<file path="src/rtl/serial_subtractor_pkg.sv">
// ============================================================================
// Module      : serial_subtractor_pkg
// Description : Shared definitions for the bit-serial subtractor: default
//               operand width, FSM state encodings and a counter-width helper.
// Revision    : 1.0 - initial release
// ============================================================================
`default_nettype none

package serial_subtractor_pkg;

  // Default operand / result width in bits.
  localparam int DEFAULT_WIDTH = 4;

  // FSM state encodings.
  localparam int         STATE_W  = 2;
  localparam logic [1:0] ST_IDLE  = 2'd0;
  localparam logic [1:0] ST_SHIFT = 2'd1;
  localparam logic [1:0] ST_DONE  = 2'd2;

  // The bit counter must be able to hold the value WIDTH itself.
  function automatic int cnt_width(input int width);
    return (width < 1) ? 1 : $clog2(width + 1);
  endfunction

endpackage

`default_nettype wire

</file>
<file path="src/rtl/full_subtractor.sv">
// ============================================================================
// Module      : full_subtractor
// Description : One-bit full subtractor, A - B - B_in, producing a difference
//               bit and a borrow-out.
// Revision    : 1.0 - initial release
// ============================================================================
`default_nettype none

module full_subtractor (
  input  logic A,
  input  logic B,
  input  logic B_in,
  output logic Diff,
  output logic B_out
);

  // Difference is odd parity; a borrow is needed when the minuend bit is 0
  // and anything is subtracted, or when both subtrahend and borrow are 1.
  always_comb begin
    Diff  = A ^ B ^ B_in;
    B_out = (~A & (B | B_in)) | (B & B_in);
  end

endmodule

`default_nettype wire

</file>
<file path="src/rtl/serial_subtractor.sv">
// ============================================================================
// Module      : serial_subtractor
// Description : Bit-serial unsigned subtractor. Computes (A - B - B_in) mod
//               2^WIDTH one bit per clock, LSB first, and reports the final
//               borrow. A three-state FSM (IDLE / SHIFT / DONE) sequences the
//               operation; results are registered and held between runs.
// Revision    : 1.0 - initial release
// ============================================================================
`default_nettype none

module serial_subtractor
  import serial_subtractor_pkg::*;
#(
  parameter int WIDTH = DEFAULT_WIDTH
) (
  input  logic             clk,
  input  logic             rst,
  input  logic             start,
  input  logic [WIDTH-1:0] A,
  input  logic [WIDTH-1:0] B,
  input  logic             B_in,
  output logic [WIDTH-1:0] Diff,
  output logic             B_out,
  output logic             busy,
  output logic             done
);

  localparam int               CNT_W   = cnt_width(WIDTH);
  localparam logic [CNT_W-1:0] CNT_END = CNT_W'(WIDTH);
  localparam logic [CNT_W-1:0] CNT_ONE = CNT_W'(1);

  // Sequencer state and datapath registers.
  logic [STATE_W-1:0] state_q, state_d;
  logic [CNT_W-1:0]   cnt_q,   cnt_d;
  logic [WIDTH-1:0]   a_q,     a_d;
  logic [WIDTH-1:0]   b_q,     b_d;
  logic [WIDTH-1:0]   res_q,   res_d;
  logic               borrow_q, borrow_d;
  logic [WIDTH-1:0]   diff_q,  diff_d;
  logic               bout_q,  bout_d;

  // One-bit slice outputs for the current LSB position.
  logic fs_diff;
  logic fs_bout;

  full_subtractor u_fs (
    .A     (a_q[0]),
    .B     (b_q[0]),
    .B_in  (borrow_q),
    .Diff  (fs_diff),
    .B_out (fs_bout)
  );

  // Next-state and datapath control. SHIFT spends WIDTH cycles consuming
  // operand bits; once the counter reaches WIDTH a final SHIFT cycle commits
  // the result to the output registers as the FSM moves into DONE.
  always_comb begin
    state_d  = state_q;
    cnt_d    = cnt_q;
    a_d      = a_q;
    b_d      = b_q;
    res_d    = res_q;
    borrow_d = borrow_q;
    diff_d   = diff_q;
    bout_d   = bout_q;

    case (state_q)
      ST_IDLE: begin
        if (start) begin
          a_d      = A;
          b_d      = B;
          borrow_d = B_in;
          res_d    = '0;
          cnt_d    = '0;
          state_d  = ST_SHIFT;
        end
      end

      ST_SHIFT: begin
        if (cnt_q != CNT_END) begin
          a_d             = a_q >> 1;
          b_d             = b_q >> 1;
          res_d           = res_q >> 1;
          res_d[WIDTH-1]  = fs_diff;
          borrow_d        = fs_bout;
          cnt_d           = cnt_q + CNT_ONE;
        end else begin
          diff_d  = res_q;
          bout_d  = borrow_q;
          state_d = ST_DONE;
        end
      end

      ST_DONE: begin
        state_d = ST_IDLE;
      end

      default: begin
        state_d = ST_IDLE;
      end
    endcase
  end

  // State register with asynchronous clear of everything, outputs included.
  always_ff @(posedge clk or posedge rst) begin
    if (rst) begin
      state_q  <= ST_IDLE;
      cnt_q    <= '0;
      a_q      <= '0;
      b_q      <= '0;
      res_q    <= '0;
      borrow_q <= 1'b0;
      diff_q   <= '0;
      bout_q   <= 1'b0;
    end else begin
      state_q  <= state_d;
      cnt_q    <= cnt_d;
      a_q      <= a_d;
      b_q      <= b_d;
      res_q    <= res_d;
      borrow_q <= borrow_d;
      diff_q   <= diff_d;
      bout_q   <= bout_d;
    end
  end

  // Outputs are decoded purely from registers, so inputs never reach them
  // combinationally.
  always_comb begin
    Diff  = diff_q;
    B_out = bout_q;
    busy  = (state_q != ST_IDLE);
    done  = (state_q == ST_DONE);
  end

endmodule

`default_nettype wire
</file>
<file path="config.mk">
export PLATFORM = sky130hd
export DESIGN_NAME = serial_subtractor
export DESIGN_NICKNAME = d
export VERILOG_FILES = /design/src/rtl/serial_subtractor_pkg.sv /design/src/rtl/full_subtractor.sv /design/src/rtl/serial_subtractor.sv
export SDC_FILE = /design/constraint.sdc
export NUM_CORES = 1
export LEC_CHECK = 0
export BUFFER_PORTS_ARGS = -buffer_cell sky130_fd_sc_hd__buf_4
export CAP_MARGIN = 20
export CORE_MARGIN = 5
export CORE_UTILIZATION = 48
export DETAILED_ROUTE_END_ITERATION = 10
export GPL_TIMING_DRIVEN = 0
export PLACE_DENSITY = 0.73
export SYNTH_ARGS = -nofsm -noshare
export SYNTH_HDL_FRONTEND = slang
export SYNTH_SLANG_ARGS = --single-unit
</file>
<file path="constraint.sdc">
create_clock -name clk -period 1.74 [get_ports clk]
set_clock_uncertainty 0.2 [all_clocks]
set_input_delay 0.348 -clock clk [delete_from_list [all_inputs] [get_ports clk]]
set_output_delay 0.348 -clock clk [all_outputs]
set_load 0.01 [all_outputs]
</file>
-- After elaboration in Yosys (flattened, before gate mapping)
Index checks and enable logic that the tools add are counted.
Widths: inputs -> output; s select.
- $add $sub $neg: 1
- $mul: 0
- div/mod/pow operators: 0
- magnitude comparators: 0
- eq/ne operators: 6
- shifts and indexed selects: 0
- multiplexer cells: 18
- bitwise logic cells: 8
- reductions and logical operators: 6
- operators by type and width (kind ; number):
    $mux 4 ; 6
    $pmux 4 s2 ; 3
    $mux 3 ; 2
    $ne 2x2->1 const B ; 3
    $pmux 3 s2 ; 1
    $mux 2 ; 2
    $pmux 2 s2 ; 1
    $reduce_and 2->1 ; 2
    $reduce_bool 2->1 ; 2
    $add 3x1->3 const B ; 1
    $ne 3x3->1 const B ; 1
    $reduce_and 3->1 ; 1
    $and 1x1->1 ; 2
    $eq 2x1->1 const B ; 1
    $eq 2x2->1 const B ; 1
    $logic_not 2->1 ; 1
    $mux 1 ; 2
    $not 1->1 ; 2
    $or 1x1->1 ; 2
    $pmux 1 s2 ; 1
    $xor 1x1->1 ; 2
- register bits after elaboration: 23
- bits in latches: 0
- RAM bits: 0
- memory bits (read-only): 0
- input bits: 12
- output and inout bits: 7
- logic and storage cells: 47
- memories: 0

-- Logic depth before layout (Yosys ltp)
- depth after elaboration: 5
- mapped depth: 5
- mapped depth without buffers: 5

-- Hierarchy
Synthesis repeated with hierarchy kept, for this count alone.
- cells, all modules: 86
- area, all modules: 1126.1 um^2
- modules (own cells, without submodules) (module ; instances ; cells an instance ; area an instance (um^2) ; seq. area each (um^2)):
    serial_subtractor ; 1 ; 83 ; 1098.6 ; 575.6
    full_subtractor ; 1 ; 3 ; 27.5 ; 0.0

-- Worst setup path before layout
Ideal clock, no wire load.
- path kind: flip-flop to flip-flop
- start: register cnt_q[0]
- end: register a_q[0]
- setup time: 0.125 ns
- arrival time: 1.479 ns
- required time: 1.415 ns
- path slack: -0.063 ns
- stages on the path, launching flop included: 5
- buffers on the path: 0
- period minus slack after synthesis: 1.803 ns
- cell sequence: dfrtp_1 -> inv_1 -> ha_1 -> a311oi_4 -> mux2_2
- cells in the longest elaborated chain, start to end: 3
- ends and longest elaborated chain (item ; line ; text):
    start: declaration ; serial_subtractor.sv:34 ; logic [CNT_W-1:0] cnt_q, cnt_d;
    start signal: assignment ; serial_subtractor.sv:117 ; cnt_q <= cnt_d;
    $ne 3x3->1 ; serial_subtractor.sv:80 ; if (cnt_q != CNT_END) begin
    $ne 2x2->1 (no source line) ; - ;
    $reduce_and 3->1 (no source line) ; - ;
    end signal: assignment ; serial_subtractor.sv:109 ; a_q <= '0;
    end signal: assignment ; serial_subtractor.sv:118 ; a_q <= a_d;
    end: declaration ; serial_subtractor.sv:35 ; logic [WIDTH-1:0] a_q, a_d;
Every way passes these cells.
A chain may end at the register's enable or synchronous reset.

-- Worst setup path after layout
- start: register state_q[0]
- end: register b_q[2]
- cells in the longest elaborated chain, start to end: 3
- elaborated cells between the ends (all ways): 7
- those cells by class: eq/ne (3); mux (1); reduce/logical (3)
- ends and longest elaborated chain (item ; line ; text):
    start: declaration ; serial_subtractor.sv:33 ; logic [STATE_W-1:0] state_q, state_d;
    start signal: assignment ; serial_subtractor.sv:116 ; state_q <= state_d;
    $eq 2x1->1 / $logic_not 2->1 (equally long branches) ; serial_subtractor.sv:67 ; case (state_q)
    $ne 2x2->1 (no source line) / $reduce_bool 2->1 (equally long branches) ; - ;
    $reduce_and 3->1 (no source line) ; - ;
    end signal: assignment ; serial_subtractor.sv:110 ; b_q <= '0;
    end signal: assignment ; serial_subtractor.sv:119 ; b_q <= b_d;
    end: declaration ; serial_subtractor.sv:36 ; logic [WIDTH-1:0] b_q, b_d;
Several ways; a longest one is shown, not always the timed one.

==> flow_summary.yaml <==
final_layout:
  multi_input_comb_area_um2: 471.7
  fillerInstances: 182
  fin_cells: 143
  layout.nets: 131
  post-route-util_pct: 64.13
  diodes: 0
  register_area_um2: 576.8
  syn_to_final_growth_pct: 29.00
  layout-drive-gt1-share_pct: 46.96
run_status:
  status: "complete, but fails checks"
  violations: "negative hold slack, negative setup slack"
pwr:
  max-vdd-ir-drop_mv: 1.090
  power.leakage_nw: 0.7279
  powerDensity_nw_per_um2: 1962
yosys:
  syn_area_um2: 1079
  syn_nets: 102
  yosysUniqueCellTypes: 21
  ys_seq_area_share_pct: 53.36
  avgSynthCellArea_um2: 12.40
  synthArstFlopShare_pct: 100.0
  synth_edf_count: 0
  syn_inst: 87
  synthTopCellsByCount: "dfrtp_1, mux2_2, inv_1, mux2i_1, nand2_1"
  ys_seq_elements: 23
  yosysWarnings: 0
  synthTopCellsByArea: "dfrtp_1, mux2_2, mux2i_1, inv_1, a311oi_4"
  synth_ff_type: "dfrtp_1"
  synth_top_area_cell: "dfrtp_1"
  synth_most_common_cell: "dfrtp_1"
  synth_top_area_share_pct: 53.36
place:
  gp_congestion: 0.7419
  port_buffers: 18
  hpwlAfterDp_mm: 1.347
  placedCellCount: 133
  dp_slack_ns: -0.1715
worst_setup_path:
  reg2reg_slack_ns: -0.02
  regToRegStartpoint: "state_q[0]"
  critPathLaunchType: "register"
  critPathMaxFanout: 7
  reg2reg_to: "b_q[2]"
  path_class: "register to register"
  crit_path_end_kind: "register"
  worstPathArrival_ns: 1.76
  ff2ff_path_depth: 4
  worstPathRequired_ns: 1.75
routing:
  first_iter_violations: 16
  vias: 741
  post_drt_wl_per_cell_um: 15.19
  ant_nets: 0
  via_per_inst: 5.182
  drt_pass1_iterations: 4
  drc: 0
  drt-total-wl_mm: 2.172
floorplan:
  die_y_um: 57.40
  ios: 19
  start_util_pct: 49.71
  core_um2: 2170
  dieWidth_um: 57.40
  dieArea_um2: 3295
  rows: 17
clock_network:
  clock_sinks: 23
  clkLatencyLatePin_ns: 0.31
  cts_tree: "built"
  h-tree-depth: 1
  cts_buffers: 3
  clk_pin_slew_ns: 0.13
  clockBufferDepth: 2
  cts_root_buf: "clkbuf_4"
global_route:
  grt_max_degree: 24
  antenna_found_initial: 0
  grt_pass1_wl_mm: 3.394
  grt-ovfl-total: 0
  first_global_vias: 774
  track_usage_pct: 13.16
timing:
  finalSetupTns_ns: -0.03788
  setup_viol: 4
  setup_ws_ns: -0.01601
  min_period_ns: 1.756
  hold_violations: 6
  min_period_over_period_pct: 100.9
  fin_hold_ws_ns: -0.003656
  fmax_mhz: 569.5
  rsz0062_at_grt: "yes"
  relSlewSlack_pct: 42.91
  slew_violations: 0
  worst_pin_slew_ns: 0.8553
flow_run:
  cap_violations: 0
worst_hold_path:
  worst_hold_path_type: "input pin to asynchronous set/reset pin"
flip-flops by register name, indices dropped and copies added (netlist names):
signal and count:
Diff 4, a_q 4, b_q 4, res_q 4
cnt_q 3, state_q 2, B_out 1, borrow_q 1
report_power, final:
part	switching [mW]	internal (mW)
registers	0.165	0.766
logic	0.649	0.898
clock network	0.166	0.0858
total	0.980	1.75
layout by cell type (no fill, tap or decap):
cell type / netlist / final
o21ai_0: 3 / 3
clkbuf_16: 0 / 1
nor2b_1: 1 / 1
fa_1: 1 / 1
nand3b_1: 1 / 1
nor2_2: 1 / 2
a311oi_4: 1 / 1
and2b_2: 1 / 1
mux2i_1: 9 / 9
mux2_1: 1 / 1
ha_1: 2 / 1
inv_1: 13 / 11
clkbuf_4: 0 / 3
mux2_2: 14 / 9
a31oi_1: 1 / 1
buf_4: 0 / 22
nand2b_1: 1 / 1
buf_2: 2 / 2
dfrtp_1: 23 / 22
clkinv_2: 0 / 1
nand3_1: 3 / 2
buf_6: 1 / 1
dfrtp_2: 0 / 1
inv_2: 0 / 2
a21oi_1: 1 / 1
buf_12: 0 / 1
nand2_1: 6 / 6
nand3_2: 0 / 1
ha_4: 0 / 1
mux2_4: 0 / 5
cells by family after synthesis:
group                      synth area share [%]
muxes                                     24.01
buffers and inverters                     6.497
adders and majority gates                 4.176
AOI/OAI and AO/OA                         4.872
and+or+nand+nor                           7.077
DFF                                       53.36
per-layer routing:
metal	track usage, %	share of wire, %
met4	5.960	1.2
met1	14.55	40
met3	3.167	4.0
met2	23.55	55
met5	0	0
metrics by stage:
| stage | hold slack [ns] | power, mW | area [µm²] |
|---|---|---|---|
| 6_report | -0.003656 | 2.730 | 1391 |
| 3_3_place_gp | 0.2828 | 2.039 | 1249 |
| 4_1_cts | 0.02779 | 2.495 | 1335 |
| 3_5_place_dp | 0.2932 | 2.081 | 1249 |
| 5_1_grt | 0.05826 | 2.922 | 1391 |
| 2_1_floorplan | 0.1499 | 1.778 | 1079 |
worst max-delay path, stage by stage (launching register included):
cell and delay (ns):
dfrtp_2 0.48, nor2b_1 0.14, buf_2 0.21, mux2_2 0.36, mux2_4 0.26
timing repair:
action / CTS / global route
endpoints found under the hold margin: 0 / 0
setup buffers: 4 / 1
pin swaps: 1 / 2
gates resized for setup: 8 / 7
gates cloned: 0 / 1
endpoints found under the setup margin: 23 / 16
hold buffers: 0 / 0
worst max path at each step:
stage / start / end / slack [ns]
CTS: cnt_q[0] / b_q[2] / 0.003
detailed placement: cnt_q[0] / b_q[2] / -0.17
floorplan: cnt_q[0] / a_q[0] / 0.02
global placement: cnt_q[0] / b_q[1] / -0.14
global route: cnt_q[1] / res_q[0] / -0.08
finish: state_q[0] / b_q[2] / -0.02
cell type report:
class                           count  share of cell area [%]
Buffer                              3                   2.158
Clock buffer                        3                   1.619
Clock inverter                      1                  0.3597
Inverter                           13                   3.507
Multi-Input combinational cell     48                   33.90
Sequential cell                    23                   41.46
Tap cell                           28                   2.518
Timing Repair Buffer               24                   14.48
No activity file was read; power rests on OpenSTA's default activity.
